==> config.mk <==
export PLATFORM = sky130hd
export DESIGN_NAME = serial_frame_rx
export DESIGN_NICKNAME = d
export VERILOG_FILES = /design/src/rtl/serial_frame_rx.sv
export SDC_FILE = /design/constraint.sdc
export NUM_CORES = 1
export LEC_CHECK = 0
export ABC_AREA = 1
export BUFFER_PORTS_ARGS = -buffer_cell sky130_fd_sc_hd__buf_2
export CAP_MARGIN = 20
export CORE_MARGIN = 4
export CORE_UTILIZATION = 52
export DETAILED_ROUTE_END_ITERATION = 8
export PLACE_DENSITY = 0.74
export SYNTH_ARGS = -nofsm -noshare
export SYNTH_HDL_FRONTEND = slang
export SYNTH_SLANG_ARGS = --single-unit
==> constraint.sdc <==
create_clock -name clk -period 1.4 [get_ports clk]
set_input_delay 0.35 -clock clk [delete_from_list [all_inputs] [get_ports clk]]
set_output_delay 0.35 -clock clk [all_outputs]
set_load 0.02 [all_outputs]
==> src/rtl/serial_frame_rx.sv <==
// Asynchronous serial frame receiver: start bit, 8 data bits LSB first, optional even parity, stop bit.
// A bad stop bit flags a framing error and parks the receiver until the line returns high.
module serial_frame_rx #(
  parameter int CLKS_PER_BIT = 16,
  parameter int PARITY_EN    = 1
) (
  input  logic       clk,
  input  logic       resetN,
  input  logic       dataIn,
  output logic [7:0] dataByte,
  output logic       dataValid,
  output logic       parityErr,
  output logic       frameErr,
  output logic       busy
);

  localparam int CW = (CLKS_PER_BIT > 1) ? $clog2(CLKS_PER_BIT) : 1;
  localparam logic [CW-1:0] LAST_TICK = CW'(CLKS_PER_BIT - 1);
  localparam logic [CW-1:0] HALF_TICK = CW'(CLKS_PER_BIT / 2 - 1);

  typedef enum logic [2:0] {
    IDLE,
    START,
    DATA,
    PARITY,
    STOP,
    WAIT_HIGH
  } rxState_t;

  rxState_t      state;
  rxState_t      nextState;
  logic          syncA;
  logic          line;
  logic [CW-1:0] bitTimer;
  logic [2:0]    bitIndex;
  logic [7:0]    shiftReg;
  logic          parityFlag;
  logic          timerClear;
  logic          shiftEn;
  logic          parityLoad;
  logic          validLoad;
  logic          frameLoad;

  // Two-flop synchronizer; resets to the idle-high line level.
  always_ff @(posedge clk or negedge resetN) begin
    if (!resetN) begin
      syncA <= 1'b1;
      line  <= 1'b1;
    end else begin
      syncA <= dataIn;
      line  <= syncA;
    end
  end

  always_ff @(posedge clk or negedge resetN) begin
    if (!resetN) begin
      state <= IDLE;
    end else begin
      state <= nextState;
    end
  end

  // Next-state and datapath strobes; every sample point is a bit-timer match.
  always_comb begin
    nextState  = state;
    shiftEn    = 1'b0;
    parityLoad = 1'b0;
    validLoad  = 1'b0;
    frameLoad  = 1'b0;
    case (state)
      IDLE: begin
        if (!line) nextState = START;
      end
      START: begin
        if (bitTimer == HALF_TICK) nextState = line ? IDLE : DATA;
      end
      DATA: begin
        if (bitTimer == LAST_TICK) begin
          shiftEn = 1'b1;
          if (bitIndex == 3'd7) nextState = (PARITY_EN != 0) ? PARITY : STOP;
        end
      end
      PARITY: begin
        if (bitTimer == LAST_TICK) begin
          parityLoad = 1'b1;
          nextState  = STOP;
        end
      end
      STOP: begin
        if (bitTimer == LAST_TICK) begin
          if (line) begin
            validLoad = 1'b1;
            nextState = IDLE;
          end else begin
            frameLoad = 1'b1;
            nextState = WAIT_HIGH;
          end
        end
      end
      WAIT_HIGH: begin
        if (line) nextState = IDLE;
      end
      default: nextState = IDLE;
    endcase
    timerClear = (nextState != state) || shiftEn || (state == IDLE) || (state == WAIT_HIGH);
    busy       = (state != IDLE);
  end

  // Bit timer restarts on every state entry and after each data sample.
  always_ff @(posedge clk or negedge resetN) begin
    if (!resetN) begin
      bitTimer <= '0;
    end else if (timerClear) begin
      bitTimer <= '0;
    end else begin
      bitTimer <= bitTimer + CW'(1);
    end
  end

  always_ff @(posedge clk or negedge resetN) begin
    if (!resetN) begin
      bitIndex <= '0;
      shiftReg <= '0;
    end else begin
      if (state != DATA) begin
        bitIndex <= '0;
      end else if (shiftEn) begin
        bitIndex <= bitIndex + 3'd1;
      end
      if (shiftEn) shiftReg <= {line, shiftReg[7:1]};
    end
  end

  // Parity flag is 1 when data bits plus received parity bit are odd.
  always_ff @(posedge clk or negedge resetN) begin
    if (!resetN) begin
      parityFlag <= 1'b0;
    end else if (parityLoad) begin
      parityFlag <= (^shiftReg) ^ line;
    end
  end

  always_ff @(posedge clk or negedge resetN) begin
    if (!resetN) begin
      dataByte  <= 8'h00;
      dataValid <= 1'b0;
      parityErr <= 1'b0;
      frameErr  <= 1'b0;
    end else begin
      dataValid <= validLoad;
      frameErr  <= frameLoad;
      if (validLoad) begin
        dataByte  <= shiftReg;
        parityErr <= (PARITY_EN != 0) ? parityFlag : 1'b0;
      end
    end
  end

endmodule

Word-level counts from Yosys, hierarchy flattened --
Index checks and enable logic that the tools add are counted.
Cells by class: bitwise logic cells 1, $add $sub $neg 2, muxes and demuxes 22, equality and inequality tests 10, reduce and logical (&&, ||, !) cells 7
Operators with widths (count):
- 2-to-1 mux 3 bit | 10
- case mux 3 bit (6 select lines) | 1
- == test 3 bit (second input constant) | 3
- 2-to-1 mux 1 bit | 9
- parity 8 bit | 1
- == test 3 x 2 -> 1 bit (second input constant) | 2
- adder 4 x 1 -> 4 bit (second input constant) | 1
- == test 4 x 3 -> 1 bit (second input constant) | 1
- == test 4 bit (second input constant) | 1
- 2-to-1 mux 4 bit | 1
- adder 3 x 1 -> 3 bit (second input constant) | 1
- == test 3 x 1 -> 1 bit (second input constant) | 1
- zero test 3 bit | 1
- logical OR 1 bit | 3
- != test 3 x 2 -> 1 bit (second input constant) | 1
- != test 3 bit | 1
- nonzero test 3 bit | 1
- 2-to-1 mux 2 bit | 1
- nonzero test 2 bit | 1
- bitwise XOR 1 bit | 1
Word-level totals: logic and storage cells 53, bits of input ports 3, bits in registers 32, output and inout bits 12

Longest topological paths before layout --
Gate-level depths: netlist of run 1.
depth after elaboration 9, mapped depth 11, mapped depth without buffers 11

Worst setup path before layout of run 1 --
OpenSTA, ideal clock, no wires.
kind register -> register, start point register bitTimer[0], end point register bitTimer[0], arrival time 1.427 ns, path slack -0.099 ns, cell stages (with the launch flop) 11, clock period less this slack 1.499 ns, setup time 0.072 ns, data required time 1.328 ns, buffers on the path 0, path through dfrtp_1 ha_1 nand3_4 inv_2 nand2_1 nand3_1 nor2_4 nand2_2 nor2_4 nand3_2 nor2_1
On the way: longest elaborated chain between the ends 8, elaborated cells between the ends (all ways) 15, those cells by class 1 x add/sub; 3 x eq/ne; 8 x mux; 3 x reduce/logical
RTL lines:
- start, declared | line 34 | logic [CW-1:0] bitTimer;
- start signal, assigned | line 116 | bitTimer <= bitTimer + CW'(1);
- == test 4 bit / == test 4 x 3 -> 1 bit (equally long branches)
- 2-to-1 mux 3 bit (on tied branches)
- case mux 3 bit (6 select lines) | line 70 | case (state)
- != test 3 bit | line 105 | timerClear = (nextState != state) || shiftEn || (state == IDLE) || (state == WAIT_HIGH);
- logical OR 1 bit (3 in series) | line 105
- 2-to-1 mux 4 bit * | line 113 | end else if (timerClear) begin
Mark *: on every way between the ends. The rest lies on a longest branch, timed or not. A chain may end at the register's enable or synchronous reset.

Worst setup path in the final report of run 1 --
start point register state[0], end point register bitTimer[3]
On the way: longest elaborated chain between the ends 8, elaborated cells between the ends (all ways) 20, those cells by class 6 x eq/ne; 10 x mux; 4 x reduce/logical
RTL lines:
- start, declared | line 30 | rxState_t state;
- start signal, assigned | line 59 | state <= nextState;
- 2-to-1 mux 3 bit | line 80 | if (bitIndex == 3'd7) nextState = (PARITY_EN != 0) ? PARITY : STOP;
- 2-to-1 mux 3 bit | line 78 | if (bitTimer == LAST_TICK) begin
- case mux 3 bit (6 select lines) | line 70
- != test 3 bit | line 105
- logical OR 1 bit (2 in series) | line 105
- logical OR 1 bit * | line 105
- 2-to-1 mux 4 bit * | line 113
Marked as above.

==> results of run 1 <==
## through the flow
step                area (um^2)  TNS (ns)
global route               2090     -2.03
global placement           1770         0
detailed placement         1770    -0.194
CTS                        2020    -0.225
finish                     2090    -0.642
floorplan                  1580         0
## layout by cell type (no fill, tap or decap), drive strengths merged, types with 3 or more instances in the layout
cell type / n
o21ai: 18
inv: 22
nand2: 54
nand3: 15
buf: 41
ha: 3
xnor2: 3
nor2: 12
nand4: 6
clkbuf: 7
dfrtp: 30
## state kept, by name (all words and copies together), names as in the netlist
register and flops:
frameErr 1, dataValid 1, parityErr 1, parityFlag 1
state 3, line 1, bitIndex 3, dataByte 8
syncA 1, bitTimer 4, shiftReg 8
## power by group through the flow
stage / logic (mW) / registers (mW) / clock network [mW]
global placement: 0.522 / 1.06 / 0
global route: 1.03 / 1.05 / 0.638
detailed placement: 0.541 / 1.06 / 0
finish: 0.955 / 1.04 / 0.574
floorplan: 0.403 / 1.03 / 0
CTS: 0.813 / 1.04 / 0.585
## timing repair
| action | in CTS | in global routing |
|---|---|---|
| resized for setup | 21 | 22 |
| buffers inserted | 13 | 1 |
| hold buffers | 1 | 0 |
| endpoints found under the hold margin | 30 | 0 |
| endpoints found under the setup margin | 5 | 26 |
| pin swaps | 8 | 5 |
## layout make-up
| class | instances | area share |
|---|---|---|
| sequential | 32 | 0.386 |
| multi-input combinational | 117 | 0.365 |
| timing repair buffer | 42 | 0.157 |
| inverter | 22 | 0.0431 |
| clock buffer | 7 | 0.0263 |
| tap | 31 | 0.0186 |
| clock inverter | 1 | 0.00359 |
## per-layer routing
metal  part of all wire  routed length (um)  vias up
li1                   -                   -      652
met2               0.48                1630       27
met4              0.026                  89        0
met5                  0                   0        -
met1               0.45                1520      605
met3              0.043                 147       13
## worst max-delay path: stages (launching register included)
cell and delay [ns]:
dfrtp_2 0.45, buf_6 0.15, inv_1 0.08, nand3_2 0.12, nor2_4 0.18, buf_6 0.13, nor2_4 0.03, nand2_2 0.08
nor2_4 0.04, nand3_4 0.10, nor2_1 0.05
## synth_stat cells (all sizes together)
library cell   n  area (um^2)
nand3b         1         7.51
dfrtp         30          751
xnor2          3         26.3
nor2          12         67.6
buf            4         35.0
nor3           1         10.0
nand4          6         37.5
inv           22         82.6
a21oi          2         10.0
dfstp          2         52.6
ha             3         37.5
nand2         54          208
nand3         15          103
o21ai         18          120
xor2           2         17.5
## logic make-up (layout without fill, tap and decap cells)
| family | Yosys count | in the layout | synth area share |
|---|---|---|---|
| simple gates | 89 | 89 | 0.277 |
| fa+ha+maj | 3 | 3 | 0.0240 |
| compound gates | 20 | 20 | 0.0831 |
| flops | 32 | 32 | 0.513 |
| buf+inv | 26 | 72 | 0.0751 |
| xor+xnor | 5 | 5 | 0.0280 |
## final timing paths
kind | depth (start not counted) | to | start
worst max-delay path | 10 | bitTimer[3]$_DFF_PN0_ | state[0]$_DFF_PN0_
worst min-delay path | 1 | syncA$_DFF_PN1_ | dataIn
max in group asynchronous | 3 | syncA$_DFF_PN1_ | resetN
worst min register to register | 0 | line$_DFF_PN1_ | syncA$_DFF_PN1_
worst max register to register | 10 | bitTimer[3]$_DFF_PN0_ | state[0]$_DFF_PN0_
min in group asynchronous | 3 | shiftReg[2]$_DFFE_PN0P_ | resetN
==> impl_metrics.env, run 1 <==
export IMPL_status="finished with violations"
export IMPL_violations="negative setup slack"
export IMPL_fp_row_count=19
export IMPL_seq_area_frac_synth=0.513
export IMPL_fp_coreArea_mm2=0.00281
export IMPL_chip_width_um=62.9
export IMPL_leakage_nw=1.06
export IMPL_final_period_utilization=1.08
export IMPL_grt_pass1_wl_um=5950
export IMPL_finalWirelength_um=3390
export IMPL_drive_above_1_share=0.452
export IMPL_cp_end_kind="flop"
export IMPL_start_util=0.558
export IMPL_worst_clock_skew_ns=0.00656
export IMPL_clock_power_share=0.223
export IMPL_slew_limit_headroom=0.841
export IMPL_fmax_mhz=662
export IMPL_ys_warn_count=0
export IMPL_groute_layer_met3_usage=0.0629
export IMPL_total_nets_final=226
export IMPL_r2r_setup_slack_ns=-0.11
export IMPL_globalRoute_totalOverflow=0
export IMPL_die_h_um=62.9
export IMPL_post_drt_wl_per_cell_um=13.4
export IMPL_ios=15
export IMPL_postSynthNetCount=181
export IMPL_p_int_mw=1.66
export IMPL_synth_ff_latch_count=32
export IMPL_place_gp_congestion=0.934
export IMPL_fin_cells=252
export IMPL_drt_first_iter_violations=98
export IMPL_setup_slack_ns=-0.112
export IMPL_p_comb_frac=0.371
export IMPL_data_arrival_time_of_the_critical_path_ns=1.75
export IMPL_power_density_mw_per_mm2=1230
export IMPL_timing_worst_setup_path_type="reg2reg"
export IMPL_globalRouteTotalUtil=0.190
export IMPL_critical_path_max_fanout=7
export IMPL_tritoncts_num_sinks=32
export IMPL_grt_max_degree=33
export IMPL_fp_dieArea_mm2=0.00395
export IMPL_num_vias=1297
export IMPL_grt_met2_usage=0.307
export IMPL_utilization=0.745
export IMPL_route_detailed_vias_per_inst=5.15
export IMPL_total_power_mw=2.57
export IMPL_period_minus_slack_ns=1.51
export IMPL_port_buffers=14
export IMPL_netlist_area_before_placement_mm2=0.00157
export IMPL_holdWs_ns=0.102
export IMPL_switching_power_mw=0.912
export IMPL_max_vdd_ir_drop_mv=0.699
export IMPL_dp_final_hpwl_um=2030
export IMPL_slew_violations=0
export IMPL_insertedDiodeCount=0
export IMPL_numPlacedInstances=229
export IMPL_drc=0
export IMPL_sequential_cell_area_um2=807
export IMPL_required_ns=1.64
export IMPL_clockRootBuffer="clkbuf_4"
export IMPL_share_seq_of_total_power=0.405
export IMPL_power_share_switching=0.355
export IMPL_finalSetupViolCount=17
export IMPL_max_clock_path_buffers=2
export IMPL_first_global_vias=1316
export IMPL_cts_tree="built"
export IMPL_finalHoldViolations=0
export IMPL_grt_setup_unrepaired="true"
export IMPL_worstMarginPinSlew_ns=0.237
export IMPL_multiInputGateArea_um2=762
export IMPL_timing_max_cap_violations=0
export IMPL_cts_max_level=2
export IMPL_grt_busiest_layer="met2"
export IMPL_cells_after_synth=175
export IMPL_cts_buffers=5
export IMPL_worstHoldPathType="in2reg"
export IMPL_area_delta_synth_final_pct=33.5
export IMPL_dr_pass1_iters=4
export IMPL_ant_nets=0
export IMPL_worst_skew_pair_later_pin_latency_ns=0.34
export IMPL_final_fill_count=187
export IMPL_dp_slack_ns=-0.0614
export IMPL_avg_synthesized_cell_area_um2=8.94
export IMPL_cts_reportedPaths_clkPinSlew_ns=0.10
export IMPL_start_kind="flop"
export IMPL_yosys_cell_types_count=24
export IMPL_global_route_usage_met1=0.228
export IMPL_grt_antenna_before_repair=0
(Power assumes the default switching activity.)
==> run 2, diff against run 1 <==
Clock period 1.4 ns to 1.3 ns, I/O delays scaled along.
==> impl_metrics.env, run 2 (synthesis gave the netlist of run 1 again) <==
export IMPL_ant_nets=0
export IMPL_layout_commonest_cell="nand2_1"
export IMPL_slew_limit_headroom=0.802
export IMPL_fp_coreArea_mm2=0.00281
export IMPL_timing_worst_setup_path_type="reg2reg"
export IMPL_leading_cell_types_in_the_layout_fill_and_taps_excluded="nand2_1, buf_4, dfrtp_1, nand2_2, inv_1"
export IMPL_setup_slack_ns=-0.302
export IMPL_cts_tree="built"
export IMPL_hold_path_endpoint="syncA$_DFF_PN1_"
export IMPL_area_delta_synth_final_pct=50.1
export IMPL_port_buffers=14
export IMPL_cell_by_cell_listing_of_the_critical_path="buf_4 > nand2_2 > nor2_4 > nand2_4 > nand2_4 > nor2_4 > nand3_2 > nand2_2 > nand3_4 > nor2_1"
export IMPL_fp_row_count=19
export IMPL_utilization=0.838
export IMPL_worst_r2r_cell_count=10
export IMPL_finalWirelength_um=5020
export IMPL_worst_r2r_startpoint="state[0]$_DFF_PN0_"
export IMPL_r2r_setup_slack_ns=-0.30
export IMPL_globalRouteTotalUtil=0.242
export IMPL_final_period_utilization=1.23
export IMPL_drc=0
export IMPL_fmax_mhz=624
export IMPL_grt_max_degree=22
export IMPL_clockRootBuffer="clkbuf_4"
export IMPL_dp_final_hpwl_um=2200
export IMPL_leakage_nw=1.21
export IMPL_place_area_mm2=0.00185
export IMPL_status="finished with violations"
export IMPL_place_gp_congestion=0.805
export IMPL_total_nets_final=239
export IMPL_start_kind="flop"
export IMPL_worstHoldPathType="in2reg"
export IMPL_grt_pass1_wl_um=7220
export IMPL_finalHoldViolations=0
export IMPL_insertedDiodeCount=0
export IMPL_cts_buffers=5
export IMPL_grt_setup_unrepaired="true"
export IMPL_timing_rr_end="bitTimer[1]$_DFF_PN0_"
export IMPL_finalSetupViolCount=29
export IMPL_drive_above_1_share=0.573
export IMPL_first_global_vias=1454
export IMPL_layout_cell_area_non_filler_mm2=0.00235
export IMPL_violations="negative setup slack"
export IMPL_slew_violations=0
export IMPL_grt_antenna_before_repair=0
export IMPL_chip_width_um=62.9
export IMPL_dr_pass1_iters=4
export IMPL_power_density_mw_per_mm2=1360
export IMPL_data_arrival_time_of_the_critical_path_ns=1.89
export IMPL_start_util=0.558
export IMPL_cts_max_level=2
export IMPL_critPathMaxStageDelay_ns=0.48
export IMPL_post_drt_wl_per_cell_um=18.9
export IMPL_period_minus_slack_ns=1.60
export IMPL_drt_first_iter_violations=173
export IMPL_max_clock_path_buffers=2
export IMPL_holdWs_ns=0.0618
export IMPL_worstMarginPinSlew_ns=0.296
export IMPL_globalRoute_totalOverflow=0
export IMPL_num_vias=1535
export IMPL_tritoncts_num_sinks=32
export IMPL_max_vdd_ir_drop_mv=0.982
export IMPL_die_h_um=62.9
export IMPL_worst_skew_pair_later_pin_latency_ns=0.36
export IMPL_fp_dieArea_mm2=0.00395
export IMPL_worst_clock_skew_ns=0.0103
export IMPL_cp_end_kind="flop"
export IMPL_reg_top3="dataByte x8, shiftReg x8, bitTimer x4"
export IMPL_hold_path_depth=1
export IMPL_hold_path_startpoint="dataIn"
export IMPL_sequential_cell_area_um2=806
export IMPL_cts_reportedPaths_clkPinSlew_ns=0.11
export IMPL_timing_max_cap_violations=0
export IMPL_final_fill_count=129
export IMPL_ios=15
export IMPL_critical_path_slowest_cell="dfrtp_2"
export IMPL_multiInputGateArea_um2=850
export IMPL_required_ns=1.59
export IMPL_route_detailed_vias_per_inst=5.79
export IMPL_critical_path_max_fanout=5
==> run 2: changes by cell type in the layout (fill, tap and decap cells not counted), moves of 2 or more <==
cell     delta
o21ai_1     +3
nor2_4      +2
inv_2       +2
nand2_2     +7
nand3_1     -3
o21ai_0     -8
nand3_2     +4
nor2_2      -2
inv_4       -2
o21ai_2     +5
nand2_1    -10
buf_4       +8
buf_6       +3
nand2_4     +3
==> run 2: report_power, final <==
| group | internal [mW] | switching [mW] |
|---|---|---|
| Sequential | 1.06 | 0.0824 |
| Clock | 0.510 | 0.375 |
| Combinational | 0.545 | 0.626 |
| Total | 2.11 | 1.08 |
==> run 2: how the worst max path moves through the flow <==
stage / cells after the start / from / to
3_3_place_gp: 9 / state[0]$_DFF_PN0_ / bitTimer[2]$_DFF_PN0_
5_1_grt: 9 / bitTimer[0]$_DFF_PN0_ / bitTimer[2]$_DFF_PN0_
3_5_place_dp: 8 / bitTimer[1]$_DFF_PN0_ / bitTimer[2]$_DFF_PN0_
4_1_cts: 10 / state[0]$_DFF_PN0_ / bitTimer[2]$_DFF_PN0_
6_report: 10 / state[0]$_DFF_PN0_ / bitTimer[1]$_DFF_PN0_
2_1_floorplan: 10 / bitTimer[0]$_DFF_PN0_ / bitTimer[0]$_DFF_PN0_
==> run 2: final cells by class <==
class | instances | share of cell area
Clock inverter | 1 | 0.0128
Tap cell | 31 | 0.0165
Sequential cell | 32 | 0.343
Inverter | 22 | 0.0383
Multi-Input combinational cell | 117 | 0.362
Clock buffer | 7 | 0.0277
Timing Repair Buffer | 55 | 0.200
==> run 2: critical path, delay by kind of cell (launching register included) <==
kind,cells,cell delay [ns]
flip-flops,1,0.48
buffers and inverters,1,0.17
AND/OR/NAND/NOR,9,0.88
==> run 2: per-layer routing <==
metal / GRT usage / up-vias / wire, um
met2: 0.399 / 79 / 2530
met3: 0.0809 / 30 / 305
met4: 0.154 / 0 / 285
li1: - / 679 / -
met5: 0 / - / 0
met1: 0.266 / 747 / 1900
==> run 2: metrics by stage <==
stage / total power, mW / setup WS (ns) / std cells / setup TNS [ns]
detailed placement: 1.79 / -0.156 / 238 / -1.22
CTS: 2.85 / -0.171 / 262 / -1.86
floorplan: 1.56 / -0.0330 / 175 / -0.142
finish: 3.19 / -0.302 / 265 / -4.42
global route: 3.32 / -0.340 / 265 / -5.76
global placement: 1.76 / -0.0835 / 238 / -0.399
==> run 2: repair_timing <==
item                                    CTS  global route
pin swaps                                 1            15
hold buffers                              1             0
gates cloned                              3             0
endpoints found under the setup margin   25            29
gates resized for setup                  43            39
endpoints found under the hold margin    11             0
setup buffers                            12             8
==> run 3, diff against run 2 <==
Settings changed: CORE_MARGIN 4 to 5.
==> impl_metrics.env, run 3 (synthesis gave the netlist of run 1 again) <==
export IMPL_status="finished with violations"
export IMPL_violations="negative setup slack"
export IMPL_start_util=0.526
export IMPL_utilization=0.734
export IMPL_fp_dieArea_mm2=0.00421
export IMPL_start_kind="flop"
export IMPL_num_vias=1410
export IMPL_required_ns=1.57
export IMPL_drc=0
export IMPL_cp_end_kind="flop"
export IMPL_die_h_um=64.9
export IMPL_fmax_mhz=598
export IMPL_cts_tree="built"
export IMPL_area_delta_synth_final_pct=39.6
export IMPL_reg_top3="dataByte x8, shiftReg x8, bitTimer x4"
export IMPL_worst_r2r_startpoint="state[1]$_DFF_PN0_"
export IMPL_timing_rr_end="bitTimer[3]$_DFF_PN0_"
export IMPL_worst_clock_skew_ns=0.0121
export IMPL_max_clock_path_buffers=2
export IMPL_share_seq_of_total_power=0.400
export IMPL_hold_path_depth=1
export IMPL_layout_commonest_cell="nand2_1"
export IMPL_cts_max_level=2
export IMPL_cts_reportedPaths_clkPinSlew_ns=0.10
export IMPL_worstMarginPinSlew_ns=0.405
export IMPL_slew_violations=0
export IMPL_ios=15
export IMPL_grt_max_degree=20
export IMPL_finalWirelength_um=3970
export IMPL_final_period_utilization=1.29
export IMPL_final_fill_count=191
export IMPL_r2r_setup_slack_ns=-0.37
export IMPL_slew_limit_headroom=0.730
export IMPL_multiInputGateArea_um2=767
export IMPL_p_int_mw=1.83
export IMPL_dp_final_hpwl_um=2330
export IMPL_period_minus_slack_ns=1.67
export IMPL_setup_slack_ns=-0.372
export IMPL_drive_above_1_share=0.452
export IMPL_hold_path_endpoint="syncA$_DFF_PN1_"
export IMPL_grt_pass1_wl_um=5930
export IMPL_cts_buffers=5
export IMPL_worst_r2r_cell_count=10
export IMPL_total_nets_final=235
export IMPL_groute_layer_met3_usage=0.0641
export IMPL_post_drt_wl_per_cell_um=15.1
export IMPL_p_comb_frac=0.382
export IMPL_first_global_vias=1351
export IMPL_fp_coreArea_mm2=0.00298
export IMPL_sequential_cell_area_um2=806
export IMPL_worst_skew_pair_later_pin_latency_ns=0.34
export IMPL_power_density_mw_per_mm2=1320
export IMPL_globalRoute_totalOverflow=0
export IMPL_grt_antenna_before_repair=0
export IMPL_grt_setup_unrepaired="true"
export IMPL_chip_width_um=64.9
export IMPL_hold_path_startpoint="dataIn"
export IMPL_tritoncts_num_sinks=32
export IMPL_finalHoldViolations=0
export IMPL_timing_worst_setup_path_type="reg2reg"
export IMPL_place_gp_congestion=0.803
export IMPL_switching_power_mw=1.04
export IMPL_ant_nets=0
export IMPL_global_route_usage_met1=0.207
export IMPL_route_detailed_vias_per_inst=5.36
export IMPL_globalRouteTotalUtil=0.187
export IMPL_power_share_switching=0.363
export IMPL_insertedDiodeCount=0
export IMPL_leading_cell_types_in_the_layout_fill_and_taps_excluded="nand2_1, dfrtp_1, buf_4, inv_1, buf_2"
export IMPL_worstHoldPathType="in2reg"
export IMPL_grt_busiest_layer="met2"
export IMPL_clock_power_share=0.218
export IMPL_leakage_nw=1.12
export IMPL_critical_path_max_fanout=4
export IMPL_timing_max_cap_violations=0
export IMPL_drt_first_iter_violations=147
export IMPL_dr_pass1_iters=4
export IMPL_fp_row_count=20
export IMPL_grt_met2_usage=0.309
export IMPL_finalSetupViolCount=30
export IMPL_port_buffers=14
export IMPL_data_arrival_time_of_the_critical_path_ns=1.94
export IMPL_clockRootBuffer="clkbuf_4"
export IMPL_holdWs_ns=0.0761
export IMPL_max_vdd_ir_drop_mv=0.735
run 3: changes by cell type in the layout (fill, tap and decap cells not counted), moves of 3 or more:
cell / change
nand2_4: -3
o21ai_1: -5
buf_6: -3
nand3_2: -4
nand3_1: +3
nand2_1: +15
nand2_2: -12
o21ai_2: -5
o21ai_0: +10
run 3: worst max-delay path: stages (launching register included):
cell and delay (ns):
dfrtp_2 0.44, buf_6 0.14, inv_4 0.06, nand2_1 0.11, nor2_2 0.20, nand2_1 0.13, nand2_2 0.10, nor2_4 0.05
nand4_1 0.15, nand3_4 0.12, nor2_1 0.11
run 3: how the worst max path moves through the flow:
| stage | from | endpoint | slack [ns] | depth (start not counted) |
|---|---|---|---|---|
| 3_3_place_gp | bitTimer[1]$_DFF_PN0_ | bitTimer[1]$_DFF_PN0_ | -0.07 | 10 |
| 5_1_grt | state[1]$_DFF_PN0_ | bitTimer[3]$_DFF_PN0_ | -0.41 | 10 |
| 4_1_cts | state[1]$_DFF_PN0_ | busy | -0.20 | 4 |
| 6_report | state[1]$_DFF_PN0_ | bitTimer[3]$_DFF_PN0_ | -0.37 | 10 |
| 2_1_floorplan | bitTimer[0]$_DFF_PN0_ | bitTimer[0]$_DFF_PN0_ | -0.03 | 10 |
| 3_5_place_dp | bitTimer[1]$_DFF_PN0_ | bitTimer[2]$_DFF_PN0_ | -0.21 | 8 |
run 3: what timing repair did:
action	in CTS	in global routing
resized for setup	26	10
gates cloned	0	1
pin swaps	14	19
endpoints found under the hold margin	15	0
hold buffers	1	0
endpoints found under the setup margin	26	28
buffers inserted	7	6
run 3: cell type report:
cell class                 count  share of cell area
clock buffer                   7              0.0252
clock inverter                 1             0.00343
inverter                      22              0.0401
multi-input combinational    117               0.351
sequential                    32               0.369
tap                           33              0.0189
timing repair buffer          51               0.193
run 3: routing by layer:
layer / vias up / routed length [um]
met2: 51 / 1930
met4: 0 / 236
met3: 25 / 211
li1: 665 / -
met5: - / 0
met1: 669 / 1600
run 3: stage by stage:
| step | setup slack, ns | cells | instance area (um^2) | total power, mW | setup TNS [ns] |
|---|---|---|---|---|---|
| floorplan | -0.0330 | 175 | 1590 | 1.56 | -0.142 |
| global placement | -0.0707 | 240 | 1860 | 1.76 | -0.300 |
| detailed placement | -0.210 | 240 | 1860 | 1.81 | -1.53 |
| CTS | -0.199 | 256 | 2080 | 2.77 | -0.985 |
| global route | -0.415 | 263 | 2190 | 3.02 | -6.61 |
| finish | -0.372 | 263 | 2190 | 2.88 | -5.26 |
run 3: power by group through the flow:
stage / registers [mW] / logic [mW] / clock network [mW]
after floorplan: 1.12 / 0.442 / 0
after CTS: 1.14 / 1.00 / 0.627
after detailed placement: 1.15 / 0.659 / 0
final: 1.15 / 1.10 / 0.627
after global routing: 1.16 / 1.18 / 0.683
after global placement: 1.15 / 0.612 / 0
